[src/rtl/dcache_pkg.sv]
// Shared types and constants for the 2-way, 16-set data cache controller.
// Address layout: tag[31:9], index[8:5], word[4:2].
package dcache_pkg;

    localparam int LINE_W  = 256;
    localparam int IDX_W   = 4;
    localparam int TAG_W   = 23;
    localparam int WORD_W  = 3;
    localparam int TAGW_W  = TAG_W + 2;
    localparam int VALID_B = 24;
    localparam int DIRTY_B = 23;

    typedef enum logic [2:0] {
        S_IDLE,
        S_MISS,
        S_WRITEBACK,
        S_ALLOCATE,
        S_REFILL
    } state_e;

    function automatic logic [TAG_W-1:0] addr_tag(input logic [31:0] a);
        return a[31:9];
    endfunction

    function automatic logic [IDX_W-1:0] addr_idx(input logic [31:0] a);
        return a[8:5];
    endfunction

    function automatic logic [WORD_W-1:0] addr_word(input logic [31:0] a);
        return a[4:2];
    endfunction

    function automatic logic [31:0] line_addr(input logic [TAG_W-1:0] t,
                                              input logic [IDX_W-1:0] i);
        return {t, i, 5'b0};
    endfunction

endpackage

[src/rtl/dcache_line_merge.sv]
// Inserts one 32-bit word into a 256-bit cache line at a word index.
// Purely combinational; used for store hits and store-miss refills.
module dcache_line_merge
    import dcache_pkg::*;
(
    input  logic [LINE_W-1:0] line_i,
    input  logic [WORD_W-1:0] word_i,
    input  logic [31:0]       data_i,
    output logic [LINE_W-1:0] line_o
);

    // Overwrite the selected word, keep the rest of the line
    always_comb begin
        line_o = line_i;
        line_o[{word_i, 5'b0} +: 32] = data_i;
    end

endmodule

[src/rtl/dcache_controller.sv]
// Miss/writeback/refill control FSM in front of the dcache storage block.
// Optional DCACHE_STATS_EN adds hit/miss counters (stat_hit_o, stat_miss_o).
module dcache_controller
    import dcache_pkg::*;
(
    input  logic              clk_i,
    input  logic              rst_i,
    input  logic              cpu_req_i,
    input  logic              cpu_we_i,
    input  logic [31:0]       cpu_addr_i,
    input  logic [31:0]       cpu_data_i,
    output logic [31:0]       cpu_data_o,
    output logic              cpu_stall_o,
    output logic              mem_enable_o,
    output logic              mem_write_o,
    output logic [31:0]       mem_addr_o,
    output logic [LINE_W-1:0] mem_data_o,
    input  logic [LINE_W-1:0] mem_data_i,
    input  logic              mem_ack_i,
    output logic              sram_enable_o,
    output logic              sram_write_o,
    output logic [IDX_W-1:0]  sram_addr_o,
    output logic [TAGW_W-1:0] sram_tag_o,
    output logic [LINE_W-1:0] sram_data_o,
    input  logic [TAGW_W-1:0] sram_tag_i,
    input  logic [LINE_W-1:0] sram_data_i,
    input  logic              sram_hit_i
`ifdef DCACHE_STATS_EN
    ,
    output logic [31:0]       stat_hit_o,
    output logic [31:0]       stat_miss_o
`endif
);

    state_e            state_q;
    logic              mem_en_q;
    logic              mem_wr_q;
    logic [31:0]       mem_addr_q;
    logic [LINE_W-1:0] mem_data_q;
    logic [LINE_W-1:0] refill_q;

    logic              lookup;
    logic              hit_idle;
    logic              miss_idle;
    logic              refill_wr;
    logic [LINE_W-1:0] merge_base;
    logic [LINE_W-1:0] merged;
    logic [TAG_W-1:0]  cpu_tag;
    logic [IDX_W-1:0]  cpu_idx;
    logic [WORD_W-1:0] cpu_word;
    logic              unused_addr_lsb;

    assign cpu_tag   = addr_tag(cpu_addr_i);
    assign cpu_idx   = addr_idx(cpu_addr_i);
    assign cpu_word  = addr_word(cpu_addr_i);
    assign unused_addr_lsb = ^cpu_addr_i[1:0];

    assign lookup    = (state_q == S_IDLE) && cpu_req_i && !rst_i;
    assign hit_idle  = lookup && sram_hit_i;
    assign miss_idle = lookup && !sram_hit_i;
    assign refill_wr = (state_q == S_REFILL) && !rst_i;

    assign merge_base = (state_q == S_REFILL) ? refill_q : sram_data_i;

    dcache_line_merge u_merge (
        .line_i (merge_base),
        .word_i (cpu_word),
        .data_i (cpu_data_i),
        .line_o (merged)
    );

    // Controller FSM; memory request outputs are registered here
    always_ff @(posedge clk_i) begin
        if (rst_i) begin
            state_q    <= S_IDLE;
            mem_en_q   <= 1'b0;
            mem_wr_q   <= 1'b0;
            mem_addr_q <= '0;
            mem_data_q <= '0;
            refill_q   <= '0;
        end else begin
            unique case (state_q)
                S_IDLE: begin
                    if (miss_idle) state_q <= S_MISS;
                end
                S_MISS: begin
                    mem_en_q <= 1'b1;
                    if (sram_tag_i[VALID_B] && sram_tag_i[DIRTY_B]) begin
                        mem_wr_q   <= 1'b1;
                        mem_addr_q <= line_addr(sram_tag_i[TAG_W-1:0], cpu_idx);
                        mem_data_q <= sram_data_i;
                        state_q    <= S_WRITEBACK;
                    end else begin
                        mem_wr_q   <= 1'b0;
                        mem_addr_q <= line_addr(cpu_tag, cpu_idx);
                        state_q    <= S_ALLOCATE;
                    end
                end
                S_WRITEBACK: begin
                    if (mem_ack_i) begin
                        mem_wr_q   <= 1'b0;
                        mem_addr_q <= line_addr(cpu_tag, cpu_idx);
                        mem_data_q <= '0;
                        state_q    <= S_ALLOCATE;
                    end
                end
                S_ALLOCATE: begin
                    if (mem_ack_i) begin
                        mem_en_q   <= 1'b0;
                        mem_addr_q <= '0;
                        refill_q   <= mem_data_i;
                        state_q    <= S_REFILL;
                    end
                end
                S_REFILL: begin
                    state_q <= S_IDLE;
                end
                default: begin
                    state_q <= S_IDLE;
                end
            endcase
        end
    end

    assign mem_enable_o = mem_en_q;
    assign mem_write_o  = mem_wr_q;
    assign mem_addr_o   = mem_addr_q;
    assign mem_data_o   = mem_data_q;

    assign cpu_stall_o = !rst_i && (miss_idle || (state_q != S_IDLE));
    assign cpu_data_o  = (hit_idle && !cpu_we_i) ?
                         sram_data_i[{cpu_word, 5'b0} +: 32] : '0;

    assign sram_enable_o = lookup || refill_wr ||
                           ((state_q == S_MISS) && !rst_i);
    assign sram_write_o  = (hit_idle && cpu_we_i) || refill_wr;
    assign sram_addr_o   = cpu_idx;
    assign sram_tag_o    = {1'b1, cpu_we_i, cpu_tag};
    assign sram_data_o   = !sram_write_o ? '0 :
                           cpu_we_i ? merged : refill_q;

`ifdef DCACHE_STATS_EN
    logic        relook_q;
    logic [31:0] hit_cnt_q;
    logic [31:0] miss_cnt_q;

    // Count first lookups only; the lookup right after a refill is skipped
    always_ff @(posedge clk_i) begin
        if (rst_i) begin
            relook_q   <= 1'b0;
            hit_cnt_q  <= '0;
            miss_cnt_q <= '0;
        end else begin
            if (state_q == S_REFILL) relook_q <= 1'b1;
            else if (lookup) relook_q <= 1'b0;
            if (lookup && !relook_q) begin
                if (sram_hit_i) hit_cnt_q <= hit_cnt_q + 32'd1;
                else miss_cnt_q <= miss_cnt_q + 32'd1;
            end
        end
    end

    assign stat_hit_o  = hit_cnt_q;
    assign stat_miss_o = miss_cnt_q;
`endif

endmodule

[config.mk]
export PLATFORM = sky130hd
export DESIGN_NAME = dcache_controller
export DESIGN_NICKNAME = d
export VERILOG_FILES = /design/src/rtl/dcache_pkg.sv /design/src/rtl/dcache_line_merge.sv /design/src/rtl/dcache_controller.sv
export SDC_FILE = /design/constraint.sdc
export NUM_CORES = 2
export LEC_CHECK = 0
export BUFFER_PORTS_ARGS = -buffer_cell sky130_fd_sc_hd__buf_2
export CORE_AREA = 2 2 475 477
export DETAILED_ROUTE_END_ITERATION = 6
export DIE_AREA = 0 0 477 479
export SYNTH_ARGS = -nofsm -noshare
export SYNTH_HDL_FRONTEND = slang
export SYNTH_SLANG_ARGS = --single-unit
[constraint.sdc]
create_clock -name clk_i -period 8.1 [get_ports clk_i]
set_clock_uncertainty 0.2 [all_clocks]
set_input_delay 1.62 -clock clk_i [delete_from_list [all_inputs] [get_ports clk_i]]
set_output_delay 1.62 -clock clk_i [all_outputs]
set_load 0.01 [all_outputs]
# ---- Word-level counts from Yosys, hierarchy flattened
# Cells that the tools add are included.
dict set report totals {
  ff_bits 549
  word_cells 67
}
dict set report classes {
  add_sub_neg 1
  n_eq_ne 8
  n_shift 3
  muxes 21
  n_reduce_logical 28
}
# cell n
set op_table {}
lappend op_table {{$mux 256} 5}
lappend op_table {{$pmux 256 s2} 1}
lappend op_table {{$bwmux 256} 1}
lappend op_table {{$shift 32x10->256 const A} 1}
lappend op_table {{$shiftx 256x9->32} 1}
lappend op_table {{$shiftx 32x10->256} 1}
lappend op_table {{$mux 32} 4}
lappend op_table {{$pmux 32 s3} 1}
lappend op_table {{$pmux 3 s4} 1}
lappend op_table {{$logic_and 1x1->1} 10}
lappend op_table {{$neg 8->10} 1}
lappend op_table {{$mux 3} 3}
lappend op_table {{$reduce_and 3->1} 3}
lappend op_table {{$ne 2x2->1 const B} 4}
lappend op_table {{$eq 3x2->1 const B} 2}
lappend op_table {{$reduce_and 2->1} 3}
lappend op_table {{$reduce_bool 3->1} 2}
lappend op_table {{$logic_or 1x1->1} 4}
lappend op_table {{$pmux 1 s2} 2}
lappend op_table {{$reduce_bool 2->1} 2}
lappend op_table {{$eq 3x1->1 const B} 1}
lappend op_table {{$eq 3x3->1 const B} 1}
lappend op_table {{$logic_not 1->1} 3}
lappend op_table {{$logic_not 3->1} 1}
lappend op_table {{$mux 1} 3}

# ---- Logic depth before layout (Yosys ltp)
dict set report depth {
  word_depth 7
  depth_mapped 13
}

# ---- Hierarchy
# A second synthesis with hierarchy kept.
dict set report hier_totals {
  cells_unflattened 3816
  area_unflattened_um2 32029.5
}
# module n_inst cells_per_inst area_each_um2 seq_area_each_um2
set modules_own_cells {}
lappend modules_own_cells {dcache_controller 1 3338 28861.4 10890.4}
lappend modules_own_cells {dcache_line_merge 1 478 3168.0 0.0}

# ---- Worst setup path after synthesis
# OpenSTA, ideal clock, no wires.
dict set report synth_path {
  kind {input -> output}
  from {in cpu_addr_i[3]}
  to {out sram_data_o[176]}
  arrival_time_ps 4189
  setup_slack_ps 2091
  stages 12
  cell_sequence {clkbuf_1 -> clkbuf_1 -> inv_1 -> ha_1 -> ha_1 -> and4b_1 -> clkbuf_1 -> nor2b_1 -> buf_2 -> buf_1 -> a221oi_1 -> nor2_1}
}
dict set report synth_between {
  elab_chain_len 5
  elab_cells_between_ends 6
  cone_classes {add/sub: 1; shift: 2; mux: 3}
}
# element line
set synth_lines {}
lappend synth_lines {{start: declaration} dcache_controller.sv:10} ;# input logic [31:0] cpu_addr_i,
lappend synth_lines {{$neg 8->10 *} dcache_line_merge.sv:15} ;# line_o[{word_i, 5'b0} +: 32] = data_i;
lappend synth_lines {{$shiftx 32x10->256 / $shift 32x10->256 (equally long branches)} dcache_line_merge.sv:15}
lappend synth_lines {{$bwmux 256 *} dcache_line_merge.sv:15}
lappend synth_lines {{$mux 256 *} dcache_controller.sv:140} ;# cpu_we_i ? merged : refill_q;
lappend synth_lines {{$mux 256 *} dcache_controller.sv:139} ;# assign sram_data_o = !sram_write_o ? '0 :
lappend synth_lines {{end: declaration} dcache_controller.sv:24} ;# output logic [LINE_W-1:0] sram_data_o,
# Mark *: on every way between the ends. The rest lies on a longest branch, timed or not.

# ---- Final worst setup path
dict set report layout_path {
  from {in cpu_addr_i[4]}
  to {out sram_data_o[153]}
}
# Same word-level chain as after synthesis.

==> results.json <==
{
  "layout_commonest_cell": "buf_2",
  "setup_tns_ns": 0,
  "slew_headroom_pct": 13.5,
  "timing.reg2reg.worst_path_depth": 6,
  "rows": 174,
  "drive_above_1_share_pct": 37.2,
  "synth_top_area_cell": "dfxtp_1",
  "io_buffer_count": 1208,
  "max_freq_mhz": 141,
  "syn_inst": 3605,
  "power.share.combinational_pct": 18.9,
  "coreArea_mm2": 0.224,
  "cts_sinks": 544,
  "layout.area.seq_mm2": 0.0109,
  "nets": 5122,
  "drtAntennaViolNets": 0,
  "synth_cell_types": 50,
  "power_mw": 7.59,
  "cp-end-kind": "output port",
  "h-tree-depth": 3,
  "synthArstFlopShare_pct": 0,
  "required_ns": 6.28,
  "dp_hpwl_mm": 225,
  "antenna_found_initial": 209,
  "ys.flop_type": "dfxtp_1",
  "clockRootBuffer": "clkbuf_16",
  "die_area_mm2": 0.228,
  "io_pins": 1217,
  "overflow": 0,
  "grt_pass1_wl_mm": 359,
  "slowest_stage": "or4b_2",
  "synth_edf_count": 0,
  "pwr_density_cell_mw_per_mm2": 189,
  "grt_use_total_pct": 24.1,
  "intPower_mw": 5.02,
  "p_clk_share_pct": 44.4,
  "fill_cells": 25400,
  "drc_errors": 0,
  "yosysWarnings": 0,
  "drv_slew": 0,
  "multi_input_area_mm2": 0.0162,
  "min_delay_path_depth": 2,
  "yosys-top-cells-area": "dfxtp_1 38%, nand2_1 7.5%, mux2_2 7.5%",
  "layout_common_cells": "1,203 x buf_2, 580 x nand2_1, 544 x dfxtp_1",
  "path_class": "input port to output port",
  "clk_latency_ns": 0.71,
  "place_congestion": 0.898,
  "hold_class": "register to register",
  "irDropWorstVdd_v": 0.000142,
  "finalCritPeriodShare_pct": 87.5,
  "syn_to_final_growth_pct": 39.1,
  "synth_top_area_share_pct": 37.7,
  "crit_path_start_kind": "input port",
  "clk_pin_slew_ns": 0.06,
  "drt-total-wl_mm": 289,
  "dp_slack_ns": 1.01,
  "grt_start_max_net_pins": 157,
  "p_leak_nw": 16.1,
  "dr.pass1.iters": 6,
  "outcome": "finished, final reports clean",
  "cts_resized": 0,
  "worstPathMaxFanout": 33,
  "finalCriticalPeriod_ns": 7.09,
  "fin_hold_ws_ns": 0.251,
  "initial_core_util_pct": 12.9,
  "hold_viol_final": 0,
  "wl_per_cell_um": 37.7,
  "cts_post_setup_buffers_inserted": 0,
  "via_per_inst": 4.76,
  "num_vias": 36500,
  "synth-seq-cells": 544,
  "yosysSeqAreaShare_pct": 37.7,
  "cp.arrival_ns": 5.27,
  "pwr-share-seq_pct": 36.7,
  "rsz0062_at_grt": "no",
  "drtIter0Drc": 3857,
  "critical-path-max-stage-delay_ns": 0.88,
  "die_x_um": 477,
  "maxCapViolations": 0,
  "synth_area_mm2": 0.0289,
  "numCtsBuffers": 73,
  "setup_viol": 0,
  "crit_chain": "buf_2 -> inv_1 -> buf_4 -> ha_1 -> or2_4 -> or4b_2 -> buf_4 -> mux2i_1 -> a21oi_1 -> buf_2",
  "setup_slack_ns": 1.01,
  "p_sw_mw": 2.57,
  "sw_frac_of_total_pct": 33.9,
  "worstMarginPinSlew_ns": 1.30,
  "postCtsHoldBufs": 0,
  "die_h_um": 479,
  "cts_tree": "built",
  "clk_path_buf_depth": 3,
  "grt_pass1_vias": 33200,
  "synth_area_per_cell_um2": 8.01
}
==> metrics by stage <==
stage / instances / instance area (um2) / utilization (%)
2_1_floorplan: 3609 / 28900 / -
3_3_place_gp: 7426 / 37600 / 16.8
3_5_place_dp: 7426 / 37600 / 16.8
4_1_cts: 7559 / 39900 / 17.9
5_1_grt: 7582 / 40000 / 17.9
6_report: 7666 / 40200 / 18.0
==> routing by layer <==
layer | track usage (%) | part of all wire [%] | vias to the layer above
li1 | - | - | 14900
met1 | 27.3 | 38 | 17800
met2 | 37.0 | 43 | 2872
met3 | 10.9 | 12 | 816
met4 | 14.4 | 7.1 | 100
met5 | 0 | 0.22 | -
==> Yosys cell counts, types with 2 or more instances <==
master / instances
a2111oi_0: 2
a21o_1: 3
a21oi_1: 355
a221oi_1: 216
a22o_1: 4
a22oi_1: 256
a31oi_1: 2
and4b_1: 2
buf_1: 44
buf_2: 87
buf_4: 35
buf_6: 4
clkbuf_1: 272
conb_1: 2
dfxtp_1: 544
ha_1: 6
inv_1: 5
mux2_2: 192
mux2i_1: 32
mux4_2: 64
nand2_1: 580
nand2b_1: 2
nand3_1: 4
nand3b_1: 5
nor2_1: 479
nor2b_1: 6
nor3_1: 27
nor4_2: 2
o21ai_0: 246
o21ai_1: 12
o31ai_1: 32
or2_2: 33
or3_1: 33
==> worst paths after layout <==
check                                    from  slack (ns)          endpoint
worst min-delay path             refill_q[20]        0.25      refill_q[20]
worst max-delay path            cpu_addr_i[4]        1.01  sram_data_o[153]
worst min register to register   refill_q[20]        0.25      refill_q[20]
worst max register to register     state_q[0]        4.65    mem_data_o[83]
==> cell type report <==
cell class | instances | share of cell area (%)
multi-input combinational | 2618 | 40.3
sequential | 544 | 27.1
timing repair buffer | 1267 | 16.6
tap | 2992 | 9.31
clock buffer | 102 | 5.17
clock inverter | 31 | 0.713
antenna | 107 | 0.666
inverter | 5 | 0.0654
==> critical path, delay by kind of cell <==
kind | cells | cell delay (ns)
compound gates | 1 | 0.27
buf+inv | 5 | 1.44
mux | 1 | 0.17
simple gates | 2 | 1.23
fa+ha+maj | 1 | 0.44
==> kinds of logic after synthesis <==
| logic type | synth area share, % |
|---|---|
| xor gates and xnor gates | 0.0303 |
| adders and majority gates | 0.260 |
| AOI/OAI and AO/OA | 25.1 |
| and+or+nand+nor | 16.6 |
| muxes | 13.6 |
| buffers and inverters | 6.74 |
| other | 0.0260 |
| DFF | 37.7 |
==> power groups by stage <==
stage / registers, mW / clock network (mW) / logic, mW
after floorplan: 2.85 / 0 / 0.552
after global placement: 2.84 / 0 / 1.42
after detailed placement: 2.84 / 0 / 1.44
after CTS: 2.78 / 3.45 / 1.44
after global routing: 2.79 / 3.52 / 1.49
final: 2.79 / 3.37 / 1.44
==> registers in the layout, indices dropped and copies added (netlist names) <==
name	flops
mem_data_o	256
refill_q	256
mem_addr_o	27
state_q	3
mem_enable_o	1
mem_write_o	1
(Power assumes the default switching activity.)
